===== config.mk =====
export PLATFORM = sky130hd
export DESIGN_NAME = quickq_ctrl_flat
export DESIGN_NICKNAME = d
export VERILOG_FILES = /design/src/rtl/quickq_if.sv /design/src/rtl/quickq_ctrl.sv /design/src/flat_wrapper.sv
export SDC_FILE = /design/constraint.sdc
export NUM_CORES = 1
export LEC_CHECK = 0
export BUFFER_PORTS_ARGS = -buffer_cell sky130_fd_sc_hd__buf_2
export CAP_MARGIN = 25
export CORE_MARGIN = 2
export CORE_UTILIZATION = 30
export DETAILED_ROUTE_END_ITERATION = 10
export PLACE_DENSITY = 0.62
export SLEW_MARGIN = 20
export SYNTH_ARGS = -nofsm -noshare
export SYNTH_HDL_FRONTEND = slang
export SYNTH_SLANG_ARGS = --single-unit

===== constraint.sdc =====
create_clock -name clk -period 3.3 [get_ports clk]
set_input_delay 0.165 -clock clk [delete_from_list [all_inputs] [get_ports clk]]
set_output_delay 0.165 -clock clk [all_outputs]
set_load 0.02 [all_outputs]

===== src/rtl/quickq_if.sv =====
// Host command/response channel for the QuickQ sequencer.
interface quickq_if #(parameter int DW = 32);
  logic          in_valid;
  logic          in_op;
  logic [DW-1:0] in_data;
  logic          in_ready;
  logic          out_valid;
  logic [DW-1:0] out_data;
  logic          err;

  modport master (output in_valid, in_op, in_data,
                  input  in_ready, out_valid, out_data, err);
  modport slave  (input  in_valid, in_op, in_data,
                  output in_ready, out_valid, out_data, err);
endinterface


===== src/rtl/quickq_ctrl.sv =====
// QuickQ sequencer: walks a single-port BRAM to keep a descending-sorted
// priority queue, one address per step; owns occupancy and full/empty.
module quickq_ctrl #(
  parameter int            DEPTH     = 16,
  parameter int            DW        = 32,
  parameter logic [DW-1:0] EMPTY_KEY = {DW{1'b1}},
  localparam int           AW        = $clog2(DEPTH),
  localparam int           CW        = $clog2(DEPTH+1)
) (
  input  logic          clk,
  input  logic          rst,
  quickq_if.slave       host,
  output logic [AW-1:0] bram_addr,
  output logic          bram_we,
  output logic [DW-1:0] bram_wdata,
  input  logic [DW-1:0] bram_rdata,
  output logic [CW-1:0] count,
  output logic          full,
  output logic          empty,
  output logic          busy
);

  typedef enum logic [3:0] {
    INIT, IDLE, P_RD, P_CMP, Q_RD0, Q_CAP, S_RD, S_WR, Q_CLR
  } state_t;

  state_t        state_q, state_d;
  logic [AW-1:0] idx_q, idx_d;
  logic [CW-1:0] count_q, count_d;
  logic [DW-1:0] carry_q, carry_d;
  logic [DW-1:0] out_data_q, out_data_d;
  logic          out_valid_q, out_valid_d;
  logic          err_q, err_d;
  logic          init_go_q, init_go_d;

  logic          in_ready, accept, swap;
  logic [DW-1:0] new_carry;

  assign in_ready       = (state_q == IDLE);
  assign accept         = host.in_valid && in_ready;
  assign full           = (count_q == CW'(DEPTH));
  assign empty          = (count_q == '0);
  assign count          = count_q;
  assign busy           = ~in_ready;
  assign host.in_ready  = in_ready;
  assign host.out_valid = out_valid_q;
  assign host.out_data  = out_data_q;
  assign host.err       = err_q;

  // Empty slots always swap so the carried key drops into the first hole.
  assign swap      = (carry_q > bram_rdata) || (bram_rdata == EMPTY_KEY);
  assign new_carry = swap ? bram_rdata : carry_q;

  always_ff @(posedge clk or posedge rst) begin
    if (rst) begin
      state_q     <= INIT;
      idx_q       <= '0;
      count_q     <= '0;
      carry_q     <= '0;
      out_data_q  <= '0;
      out_valid_q <= 1'b0;
      err_q       <= 1'b0;
      init_go_q   <= 1'b0;
    end else begin
      state_q     <= state_d;
      idx_q       <= idx_d;
      count_q     <= count_d;
      carry_q     <= carry_d;
      out_data_q  <= out_data_d;
      out_valid_q <= out_valid_d;
      err_q       <= err_d;
      init_go_q   <= init_go_d;
    end
  end

  always_comb begin
    state_d     = state_q;
    idx_d       = idx_q;
    count_d     = count_q;
    carry_d     = carry_q;
    out_data_d  = out_data_q;
    out_valid_d = 1'b0;
    err_d       = 1'b0;
    init_go_d   = 1'b1;
    case (state_q)
      // The first cycle out of reset is idle so BRAM outputs start at zero.
      INIT: if (init_go_q) begin
        if (idx_q == AW'(DEPTH-1)) begin
          idx_d   = '0;
          state_d = IDLE;
        end else begin
          idx_d = idx_q + 1'b1;
        end
      end
      IDLE: if (accept) begin
        if (!host.in_op) begin
          if (full || host.in_data == EMPTY_KEY) begin
            err_d = 1'b1;
          end else begin
            idx_d   = '0;
            carry_d = host.in_data;
            state_d = P_RD;
          end
        end else if (empty) begin
          err_d = 1'b1;
        end else begin
          idx_d   = '0;
          state_d = Q_RD0;
        end
      end
      P_RD:  state_d = P_CMP;
      P_CMP: begin
        carry_d = new_carry;
        if (new_carry == EMPTY_KEY) begin
          count_d = count_q + 1'b1;
          state_d = IDLE;
        end else begin
          idx_d   = idx_q + 1'b1;
          state_d = P_RD;
        end
      end
      Q_RD0: state_d = Q_CAP;
      Q_CAP: begin
        out_data_d  = bram_rdata;
        out_valid_d = 1'b1;
        idx_d       = '0;
        state_d     = (count_q == CW'(1)) ? Q_CLR : S_RD;
      end
      S_RD:  state_d = S_WR;
      S_WR: begin
        if (CW'(idx_q) + CW'(1) == count_q - CW'(1)) begin
          idx_d   = AW'(count_q - CW'(1));
          state_d = Q_CLR;
        end else begin
          idx_d   = idx_q + 1'b1;
          state_d = S_RD;
        end
      end
      Q_CLR: begin
        count_d = count_q - 1'b1;
        state_d = IDLE;
      end
      default: state_d = INIT;
    endcase
  end

  // Write data in P_CMP/S_WR depends on this cycle's read data, so the BRAM
  // port is driven combinationally from state.
  always_comb begin
    bram_addr  = '0;
    bram_we    = 1'b0;
    bram_wdata = '0;
    case (state_q)
      INIT: if (init_go_q) begin
        bram_we    = 1'b1;
        bram_addr  = idx_q;
        bram_wdata = EMPTY_KEY;
      end
      P_RD:  bram_addr = idx_q;
      P_CMP: begin
        bram_we    = 1'b1;
        bram_addr  = idx_q;
        bram_wdata = swap ? carry_q : bram_rdata;
      end
      S_RD:  bram_addr = idx_q + 1'b1;
      S_WR: begin
        bram_we    = 1'b1;
        bram_addr  = idx_q;
        bram_wdata = bram_rdata;
      end
      Q_CLR: begin
        bram_we    = 1'b1;
        bram_addr  = idx_q;
        bram_wdata = EMPTY_KEY;
      end
      default: ;
    endcase
  end

endmodule

===== src/flat_wrapper.sv =====
// flat-port wrapper written by rule: the top's interface ports become plain ports
module quickq_ctrl_flat 
#(
  parameter int            DEPTH     = 16,
  parameter int            DW        = 32,
  parameter logic [DW-1:0] EMPTY_KEY = {DW{1'b1}},
  localparam int           AW        = $clog2(DEPTH),
  localparam int           CW        = $clog2(DEPTH+1)
)
  (clk, rst, bram_addr, bram_we, bram_wdata, bram_rdata, count, full, empty, busy, host_in_valid, host_in_op, host_in_data, host_in_ready, host_out_valid, host_out_data, host_err);
  quickq_if #(.DW(DW)) host_i ();
  input  logic clk;
  input  logic rst;
  output logic [AW-1:0] bram_addr;
  output logic bram_we;
  output logic [DW-1:0] bram_wdata;
  input  logic [DW-1:0] bram_rdata;
  output logic [CW-1:0] count;
  output logic full;
  output logic empty;
  output logic busy;
  input wire logic [$bits(host_i.in_valid)-1:0] host_in_valid;
  input wire logic [$bits(host_i.in_op)-1:0] host_in_op;
  input wire logic [$bits(host_i.in_data)-1:0] host_in_data;
  output wire logic [$bits(host_i.in_ready)-1:0] host_in_ready;
  output wire logic [$bits(host_i.out_valid)-1:0] host_out_valid;
  output wire logic [$bits(host_i.out_data)-1:0] host_out_data;
  output wire logic [$bits(host_i.err)-1:0] host_err;
  assign host_i.in_valid = host_in_valid;
  assign host_i.in_op = host_in_op;
  assign host_i.in_data = host_in_data;
  assign host_in_ready = host_i.in_ready;
  assign host_out_valid = host_i.out_valid;
  assign host_out_data = host_i.out_data;
  assign host_err = host_i.err;
  quickq_ctrl #(.DEPTH(DEPTH), .DW(DW), .EMPTY_KEY(EMPTY_KEY)) u_core (.clk(clk), .rst(rst), .host(host_i), .bram_addr(bram_addr), .bram_we(bram_we), .bram_wdata(bram_wdata), .bram_rdata(bram_rdata), .count(count), .full(full), .empty(empty), .busy(busy));
endmodule

# == After elaboration in Yosys (flattened, before gate mapping) ==
# Cells that the tools add are included.
# totals
register_bits,80
# op_classes
muxes,39
eq_ne,24
addsub,4
n_bitwise,1
reduce_logical,14
magnitude_cmp,1
# op_table
cell,count
two-way mux 32 bit,6
one-hot mux 32 bit (4 select lines),1
equality test 32 bit (second input constant),3
two-way mux 4 bit,17
one-hot mux 32 bit (2 select lines),1
one-hot mux 4 bit (9 select lines),1
> comparator 32 bit,1
one-hot mux 4 bit (5 select lines),1
equality test 4 x 3 -> 1 bit (second input constant),4
one-hot mux 4 bit (3 select lines),1
one-hot mux 5 bit (2 select lines),1
equality test 4 x 2 -> 1 bit (second input constant),2
equality test 4 bit (second input constant),2
inequality test 2 bit (second input constant),4
two-way mux 1 bit,7
inequality test 2 x 1 -> 1 bit (second input constant),3
inequality test 3 bit (second input constant),2
AND reduction 6 bit,1
adder 4 x 1 -> 5 bit (second input constant),1
adder 5 x 1 -> 5 bit (second input constant),1
equality test 5 x 1 -> 1 bit (second input constant),1
equality test 5 bit,1
equality test 5 bit (second input constant),1
logical NOT 5 bit,1
17 further kinds,19

# == Depth between registers and ports, before layout ==
# Gate-level depths: netlist of run 1.
# logic_depth
word_depth,6
depth_mapped,10
depth_no_buf,9

# == Worst setup path before layout of run 1 ==
# No wires, ideal clock.
# synth_timing
kind,reg-to-output
from,register u_core.carry_q[31]
to,output port bram_wdata[0]
slack_ns,0.774
stages_incl_launch_ff,10
arrival_ns,2.361
required_time_ns,3.135
path_cell_list,dfrtp_1 -> ha_1 -> nand4_2 -> nor3_1 -> a221oi_1 -> a22oi_4 -> nor3_4 -> nor2_2 -> buf_6 -> a221o_1
# synth_between
elab_chain_len,4
# synth_lines
element,line,rtl
start: declaration,quickq_ctrl.sv:30,"logic [DW-1:0] carry_q, carry_d;"
start signal: assignment,quickq_ctrl.sv:68,carry_q <= carry_d;
> comparator 32 bit,quickq_ctrl.sv:51,assign swap = (carry_q > bram_rdata) || (bram_rdata == EMPTY_KEY);
logical OR 1 bit,quickq_ctrl.sv:51,
two-way mux 32 bit,quickq_ctrl.sv:163,bram_wdata = swap ? carry_q : bram_rdata;
one-hot mux 32 bit (4 select lines),quickq_ctrl.sv:153,case (state_q)
end: declaration,flat_wrapper.sv:16,output logic [DW-1:0] bram_wdata;
# Every way passes these cells.

# == Worst setup path after layout of run 1 ==
# layout_timing
from,register u_core.carry_q[1]
to,output port bram_wdata[25]
# The elaborated chain is that of the path after synthesis.

==> out/qor.yml, run 1 <==
synth-edff-count: 0
skew_ns: 0.007803
grt_max_degree: 44
vias_per_cell: 5.592
fin_cells: 907
netlist_top_cells_count: "dfrtp_1, inv_1, ha_1"
route.vias.total: 5072
reg2reg_to: "u_core.carry_q[13]"
drtIter0Drc: 299
fill_cells: 1765
cts_buffers: 9
powerDensity_nw_per_um2: 837.3
utilization_pct: 39.35
period_needed_ns: 3.210
cts.sinks: 80
synth_top_cell_by_area: "dfrtp_1"
die_w_um: 137.8
r2r_start: "u_core.carry_q[1]"
status: "finished, final reports clean"
avgSynthCellArea_um2: 10.27
reg2reg_depth: 10
grt_pass1_wl_um: 27600
synthTopCellsByArea: "dfrtp_1, ha_1, mux2_2"
overflow: 0
cap_violations: 0
clockBufferDepth: 2
clock_latency_ns: 0.34
finalCritPeriodShare_pct: 97.28
crit_path_start: "u_core.carry_q[1]"
endpoint: "bram_wdata[25]"
wirelength_um: 18410
portBuffers: 147
rows: 48
nets: 784
ys_async_sr_fraction_pct: 100.0
drtAntennaViolNets: 0
yosysMostFrequentCell: "dfrtp_1"
worst_ep_required_time_ns: 3.13
hpwl_um: 13310
track_usage_pct: 19.39
crit_slowest_cell: "a2111oi_2"
cp.buffers_inverters: 2
crit_chain: "ha_4 -> nor2b_1 -> o211ai_1 -> a2111oi_2 -> o311a_4 -> nor3_4 -> buf_4 -> o21ba_4 -> a221o_1 -> buf_2"
boundaryPins: 148
die_y_um: 137.8
routabilityCongestion: 0.8506
r2r_setup_slack_ns: 0.57
clk_pin_slew_ns: 0.06
grt_pass1_vias: 4778
initial_core_util_pct: 30.83
tightest_slew_ns: 0.8213
yosys_warnings: 0
ir_worst_vdd_mv: 0.3413
ctsHtreeMaxLevel: 3
worst_ep_arrival_time_ns: 3.05
drc: 0
cts_tree: "done"
power_mw: 5.739
critical_path_depth: 10
die_area_um2: 18980
crit_fanout: 8
core_area_um2: 17420
critPathKind: "register to output pin"
drv_slew: 0
clockRootBuffer: "clkbuf_16"
finalHoldWorstSlack_ns: 0.08330
max_stage_delay_ns: 0.45
finalHoldViolCount: 0
insertedDiodeCount: 0
rsz0062_at_grt: "yes"
syn_inst: 523
wl_per_cell_um: 20.30
hold_class: "primary input to register"
synth.ff_latch_count: 80
placed_cells: 880
crit_family: "compound AO/OA/AOI/OAI gates"
first_pass_iters: 5
syn_to_final_growth_pct: 27.66
leakagePower_nw: 3.212
synth_top_area_share_pct: 37.29
fmax_mhz: 311.5
antenna_found_initial: 0
syn_area_um2: 5369
synth_nets: 628
end_kind: "output pin"
yosysSeqAreaShare_pct: 37.29
synth_cell_types: 64
setup_tns_ns: 0
synthFlopType: "dfrtp_1"
finalSetupViolCount: 0
drive_gt1_share_pct: 38.42
slew_headroom_pct: 44.74
cp-start-kind: "register"
-- power by group --
group	switching, mW	leakage (nW)	internal, mW
Combinational	1.65	2.12	1.29
Sequential	0.427	0.955	1.40
Clock	0.402	0.141	0.572
-- worst min-delay path by stage --
stage,startpoint,slack [ns],cells past startpoint,to
after global placement,rst,0.34,2,u_core.host.out_data[10]
after detailed placement,rst,0.33,2,u_core.host.out_data[9]
after global routing,host_in_valid,0.09,2,u_core.host.err
final,host_in_valid,0.08,2,u_core.host.err
after floorplan,bram_rdata[22],0.32,1,u_core.host.out_data[22]
after CTS,host_in_valid,0.08,2,u_core.host.err
-- cell families after synthesis --
logic type | synth area share, %
compound gates | 24.07
xor+xnor | 2.284
fa+ha+maj | 8.623
buf+inv | 6.549
flops | 37.29
mux | 8.133
other cells | 0.06985
simple gates | 12.98
-- layer usage --
layer	share of wire, %	vias up	GRT usage [%]
li1	-	2362	-
met1	45	2517	25.87
met2	47	166	30.82
met3	5.4	27	3.753
met4	2.6	0	7.880
met5	0	-	0
-- worst reg2reg max path, stage by stage, from the launching register on --
cell and delay, ns:
dfrtp_1 0.44, ha_4 0.30, nor2b_1 0.11, o211ai_1 0.14, a2111oi_2 0.45, o311a_4 0.26, nor3_4 0.06, buf_4 0.17
a21boi_2 0.13, buf_4 0.37, a2bb2oi_1 0.23
-- cell type report --
class                           instances  area [µm²]  area share [%]
Clock buffer                            9       225.2           3.286
Clock inverter                          5       50.05          0.7302
Inverter                               42       158.9           2.318
Multi-Input combinational cell        370        3163           46.15
Sequential cell                        80        2006           29.26
Tap cell                              225       281.5           4.107
Timing Repair Buffer                  176       969.7           14.15
-- registers in the layout, summed over array words and instances, names as in the netlist --
signal                 count
u_core.carry_q            32
u_core.host.out_data      32
u_core.count               5
u_core.idx_q               4
u_core.state_q             4
u_core.host.err            1
u_core.host.out_valid      1
u_core.init_go_q           1
-- metrics by stage --
stage               setup WS [ns]  area, µm²
finish                    0.08969       6854
global route             -0.05728       6854
CTS                       0.01054       6674
detailed placement         0.2851       6352
global placement           0.2814       6352
floorplan                  0.7740       5369
-- cell usage in the layout (no fill, tap or decap), drive strengths merged, types with 2 or more instances in the layout --
master     n
nor3       7
mux2i      2
a21o       2
nand2b     3
o22ai     36
or2        3
o21ai     12
a2bb2oi   32
nand3      7
clkbuf     9
ha        37
dfrtp     80
nor3b      2
xor2       2
mux2      36
nand2     22
a221o     32
o21ba      4
or3        2
nand4     32
xnor2     12
a21oi     21
nor2      16
clkinv     5
a31oi      4
o31ai      3
inv       41
a211oi     4
nor4       9
and3       5
buf      175
nor2b      3
-- repair_timing --
| action | CTS | global route |
|---|---|---|
| cloned | 1 | 2 |
| hold endpoints to repair | 41 | 0 |
| hold buffers | 1 | 0 |
| pin swaps | 2 | 9 |
| setup buffers | 2 | 7 |
| setup endpoints to repair | 24 | 32 |
| resized for setup | 2 | 16 |
Power figures use the tool's default switching activity.
==> run 2, diff against run 1 <==
--- a/config.mk
+++ b/config.mk
@@ -10,6 +10,7 @@
 export CORE_MARGIN = 2
 export CORE_UTILIZATION = 30
 export DETAILED_ROUTE_END_ITERATION = 10
+export GPL_ROUTABILITY_DRIVEN = 1
 export PLACE_DENSITY = 0.62
 export SLEW_MARGIN = 20
 export SYNTH_ARGS = -nofsm -noshare
==> constraint.sdc (replaced) <==
create_clock -name clk -period 3.3 [get_ports clk]
set_input_delay 0.165 -clock clk [delete_from_list [all_inputs] [get_ports clk]]
set_output_delay 0.165 -clock clk [all_outputs]
set_load 0.005 [all_outputs]
==> out/qor.yml, run 2 (synthesis results as in run 1) <==
failed_checks: "negative hold slack"
initial_core_util_pct: 30.83
hold_buffers: 0
insertedDiodeCount: 0
tightest_slew_ns: 0.8705
finalHoldViolCount: 45
finalHoldWorstSlack_ns: -0.03408
fmax_mhz: 309.9
clk_pin_slew_ns: 0.07
comb_power_share_pct: 47.8
crit_path_start: "u_core.carry_q[31]"
routabilityCongestion: 0.8607
die_y_um: 137.8
final_cell_mix: "buf_2, dfrtp_1, inv_1"
antenna_found_initial: 0
use_met3_pct: 2.723
hpwl_um: 13640
first_pass_iters: 4
vias_per_cell: 5.546
cts.sinks: 80
portBuffers: 147
core_area_um2: 17420
cts_tree: "done"
critPathKind: "register to output pin"
final_common_cell: "buf_2"
route.vias.total: 5108
clockBufferDepth: 2
nets: 796
wl_per_cell_um: 20.72
crit_fanout: 8
die_area_um2: 18980
switching_share_pct: 38.64
cts_buffers: 9
busiest_layer: "met2"
drc: 0
rows: 48
r2r_start: "u_core.carry_q[31]"
end_kind: "output pin"
drive_gt1_share_pct: 39.37
finalCritPeriodShare_pct: 97.78
drv_slew: 0
wirelength_um: 19080
finalSetupViolCount: 0
grt_pass1_wl_um: 27820
grt_max_degree: 48
worst_ep_arrival_time_ns: 3.06
multi_input_area_um2: 3128
use_met2_pct: 31.15
die_w_um: 137.8
status: "finished, violations left"
powerDensity_nw_per_um2: 777.1
ctsHtreeMaxLevel: 3
drtAntennaViolNets: 0
hold_class: "primary input to async pin"
ir_worst_vdd_mv: 0.2975
period_needed_ns: 3.227
seqCellArea_um2: 2003
grt_pass1_vias: 4804
worst_ep_required_time_ns: 3.13
boundaryPins: 148
clockPowerShare_pct: 19.3
p_seq_share_pct: 32.9
overflow: 0
leakagePower_nw: 3.281
placed_cells: 892
slew_headroom_pct: 41.90
skew_ns: 0.01104
grtUsageMet1_pct: 27.13
switchingPower_mw: 2.082
clock_latency_ns: 0.35
fill_cells: 1774
syn_to_final_growth_pct: 29.13
clockRootBuffer: "clkbuf_16"
p_int_mw: 3.306
utilization_pct: 39.81
power_mw: 5.388
drtIter0Drc: 313
track_usage_pct: 19.59
cap_violations: 0
cp-start-kind: "register"
fin_cells: 921
run 2: final cells by class:
type | instances | area share [%]
clock inverters | 7 | 1.047
flip-flops and latches | 80 | 28.89
clock buffers | 9 | 3.249
multi-input cells | 370 | 45.12
well taps | 225 | 4.061
repair buffers | 188 | 15.34
inverters | 42 | 2.292
run 2: path summary, 6_finish.rpt:
| kind | end | slack (ns) | cells past startpoint |
|---|---|---|---|
| min in group clk | u_core.host.out_data[26] | 0.12 | 2 |
| max in group asynchronous | u_core.carry_q[24] | 2.56 | 3 |
| worst min-delay path | u_core.host.out_data[10] | -0.03 | 2 |
| worst min register to register | u_core.host.out_data[10] | 0.50 | 1 |
| worst max register to register | u_core.carry_q[10] | 0.46 | 11 |
| worst max-delay path | bram_wdata[10] | 0.07 | 10 |
run 2: per-stage QoR:
| stage | worst slack [ns] | hold slack (ns) | instance area [µm²] | setup TNS, ns |
|---|---|---|---|---|
| finish | 0.07320 | -0.03408 | 6933 | 0 |
| global route | -0.009017 | 0.04534 | 6933 | -0.04324 |
| CTS | 0.001117 | 0.003650 | 6787 | 0 |
| detailed placement | 0.1688 | 0.3813 | 6455 | 0 |
| global placement | 0.1618 | 0.3694 | 6455 | 0 |
| floorplan | 0.8525 | 0.3167 | 5369 | 0 |
run 2: critical path, stage by stage (launching register included):
cell,delay [ns]
dfrtp_1,0.42
ha_1,0.35
nand4_2,0.18
nor3_1,0.28
a221oi_2,0.13
a22oi_4,0.32
nor3_4,0.10
buf_4,0.16
o21ba_2,0.31
a221o_1,0.33
buf_2,0.13
run 2: power by group through the flow:
| stage | Sequential, mW | Combinational, mW | Clock [mW] |
|---|---|---|---|
| final | 1.77 | 2.58 | 1.04 |
| after floorplan | 1.69 | 1.55 | 0 |
| after detailed placement | 1.77 | 2.43 | 0 |
| after global placement | 1.77 | 2.40 | 0 |
| after global routing | 1.83 | 2.83 | 1.10 |
| after CTS | 1.76 | 2.47 | 1.07 |
run 2: what timing repair did:
item / in CTS / in global routing
endpoints found under the setup margin: 29 / 32
gates resized for setup: 2 / 10
gates cloned: 0 / 3
buffers inserted: 3 / 7
pin swaps: 1 / 9
run 2: layer usage:
layer | part of all wire [%] | wire length, µm | vias to the layer above
met4 | 2.3 | 448 | 0
met5 | 0 | 0 | -
met2 | 47 | 8984 | 180
li1 | - | - | 2374
met3 | 5.3 | 1018 | 24
met1 | 45 | 8630 | 2530
==> run 3, diff against run 2 <==
--- a/config.mk
+++ b/config.mk
@@ -12,6 +12,7 @@
 export DETAILED_ROUTE_END_ITERATION = 10
 export GPL_ROUTABILITY_DRIVEN = 1
 export PLACE_DENSITY = 0.62
+export SETUP_SLACK_MARGIN = 0.2
 export SLEW_MARGIN = 20
 export SYNTH_ARGS = -nofsm -noshare
 export SYNTH_HDL_FRONTEND = slang
==> out/qor.yml, run 3 (synthesis results as in run 1) <==
status: "finished, violations left"
failed_checks: "negative hold slack"
hold_class: "primary input to async pin"
rows: 48
hold_buffers: 0
nets: 817
p_seq_share_pct: 30.8
drc: 0
reg2reg_depth: 10
first_pass_iters: 5
slew_headroom_pct: 41.96
drtIter0Drc: 419
crit_fanout: 8
track_usage_pct: 20.59
overflow: 0
clk_pin_slew_ns: 0.07
p_int_mw: 3.570
antenna_found_initial: 0
worst_ep_required_time_ns: 3.13
final_common_cell: "buf_2"
r2r_setup_slack_ns: 0.45
grt_max_degree: 48
finalHoldViolCount: 45
end_kind: "output pin"
drv_slew: 0
finalSetupViolCount: 0
syn_to_final_growth_pct: 36.50
drtAntennaViolNets: 0
fmax_mhz: 321.1
portBuffers: 147
critPathKind: "register to output pin"
switching_share_pct: 38.15
clock_latency_ns: 0.36
comb_power_share_pct: 51.2
finalHoldWorstSlack_ns: -0.03689
drive_gt1_share_pct: 43.79
cap_violations: 0
final_cell_mix: "buf_2, dfrtp_1, buf_4"
switchingPower_mw: 2.202
grt_pass1_vias: 5013
die_y_um: 137.8
leakagePower_nw: 3.381
cp-start-kind: "register"
setup_tns_ns: 0
powerDensity_nw_per_um2: 787.7
rsz0062_at_grt: "yes"
boundaryPins: 148
skew_ns: 0.01074
wirelength_um: 19700
grt_pass1_wl_um: 29120
finalCritPeriodShare_pct: 94.36
route.vias.total: 5248
die_area_um2: 18980
clockPowerShare_pct: 18.0
vias_per_cell: 5.571
die_w_um: 137.8
worst_ep_arrival_time_ns: 2.95
period_needed_ns: 3.114
hpwl_um: 13640
core_area_um2: 17420
cts_buffers: 9
pre_cts_ws_ns: 0.1688
final.setup.worst_slack_ns: 0.1860
clockBufferDepth: 2
insertedDiodeCount: 0
initial_core_util_pct: 30.83
cts.sinks: 80
clockRootBuffer: "clkbuf_16"
tightest_slew_ns: 0.8695
cts_tree: "done"
ctsHtreeMaxLevel: 3
routabilityCongestion: 0.8607
wl_per_cell_um: 20.91
ir_worst_vdd_mv: 0.3026
run 3: cell type report:
type | instances | area (µm²)
Clock buffer | 9 | 225.2
Tap cell | 225 | 281.5
Clock inverter | 7 | 72.57
Inverter | 42 | 158.9
Sequential cell | 80 | 2011
Fill cell | 1734 | 10090
Multi-Input combinational cell | 370 | 3323
Timing Repair Buffer | 209 | 1256
run 3: through the flow:
step                      hold slack [ns]  std cells  instance area, µm²  util, %  power, mW
after floorplan                    0.3167        523                5369        -      3.245
after global placement             0.3694        892                6455    37.06      4.168
after detailed placement           0.3813        892                6455    37.06      4.199
after CTS                        0.003650        922                6982    40.09      5.437
after global routing              0.04524        942                7328    42.08      6.150
final                            -0.03689        942                7328    42.08      5.773
run 3: critical path, cell delays in order (launching register included):
cell and delay [ns]:
dfrtp_2 0.44, ha_4 0.30, nand4_4 0.13, buf_4 0.16
nor3_1 0.23, a221oi_2 0.13, a22oi_4 0.18, nor3_4 0.08
buf_4 0.16, o21ba_4 0.27, a221o_1 0.35, buf_2 0.15
run 3: path summary, 6_finish.rpt:
kind / start / end
max: u_core.carry_q[31] / bram_wdata[12]
min: rst / u_core.host.out_data[10]
max reg2reg: u_core.carry_q[13] / u_core.idx_q[3]
min reg2reg: u_core.host.out_data[10] / u_core.host.out_data[10]
max in group asynchronous: rst / u_core.carry_q[29]
min in group clk: host_in_valid / u_core.host.err
run 3: power by group through the flow:
stage                     Combinational (mW)  Clock (mW)  Sequential (mW)
after global placement                  2.40           0             1.77
after floorplan                         1.55           0             1.69
after global routing                    3.22        1.10             1.83
final                                   2.96        1.04             1.78
after detailed placement                2.43           0             1.77
after CTS                               2.61        1.07             1.76
run 3: what timing repair did:
action,4_1_cts,5_1_grt
resized for setup,15,21
pin swaps,9,14
endpoints found under the setup margin,32,32
buffers inserted,11,19
gates cloned,3,1
run 3: metal layers:
metal / vias to the layer above / track usage (%) / routed length [µm]
met4: 0 / 9.127 / 625
met1: 2594 / 27.88 / 8664
met2: 205 / 32.59 / 9238
li1: 2410 / - / -
met5: - / 0 / 0
met3: 39 / 3.017 / 1168
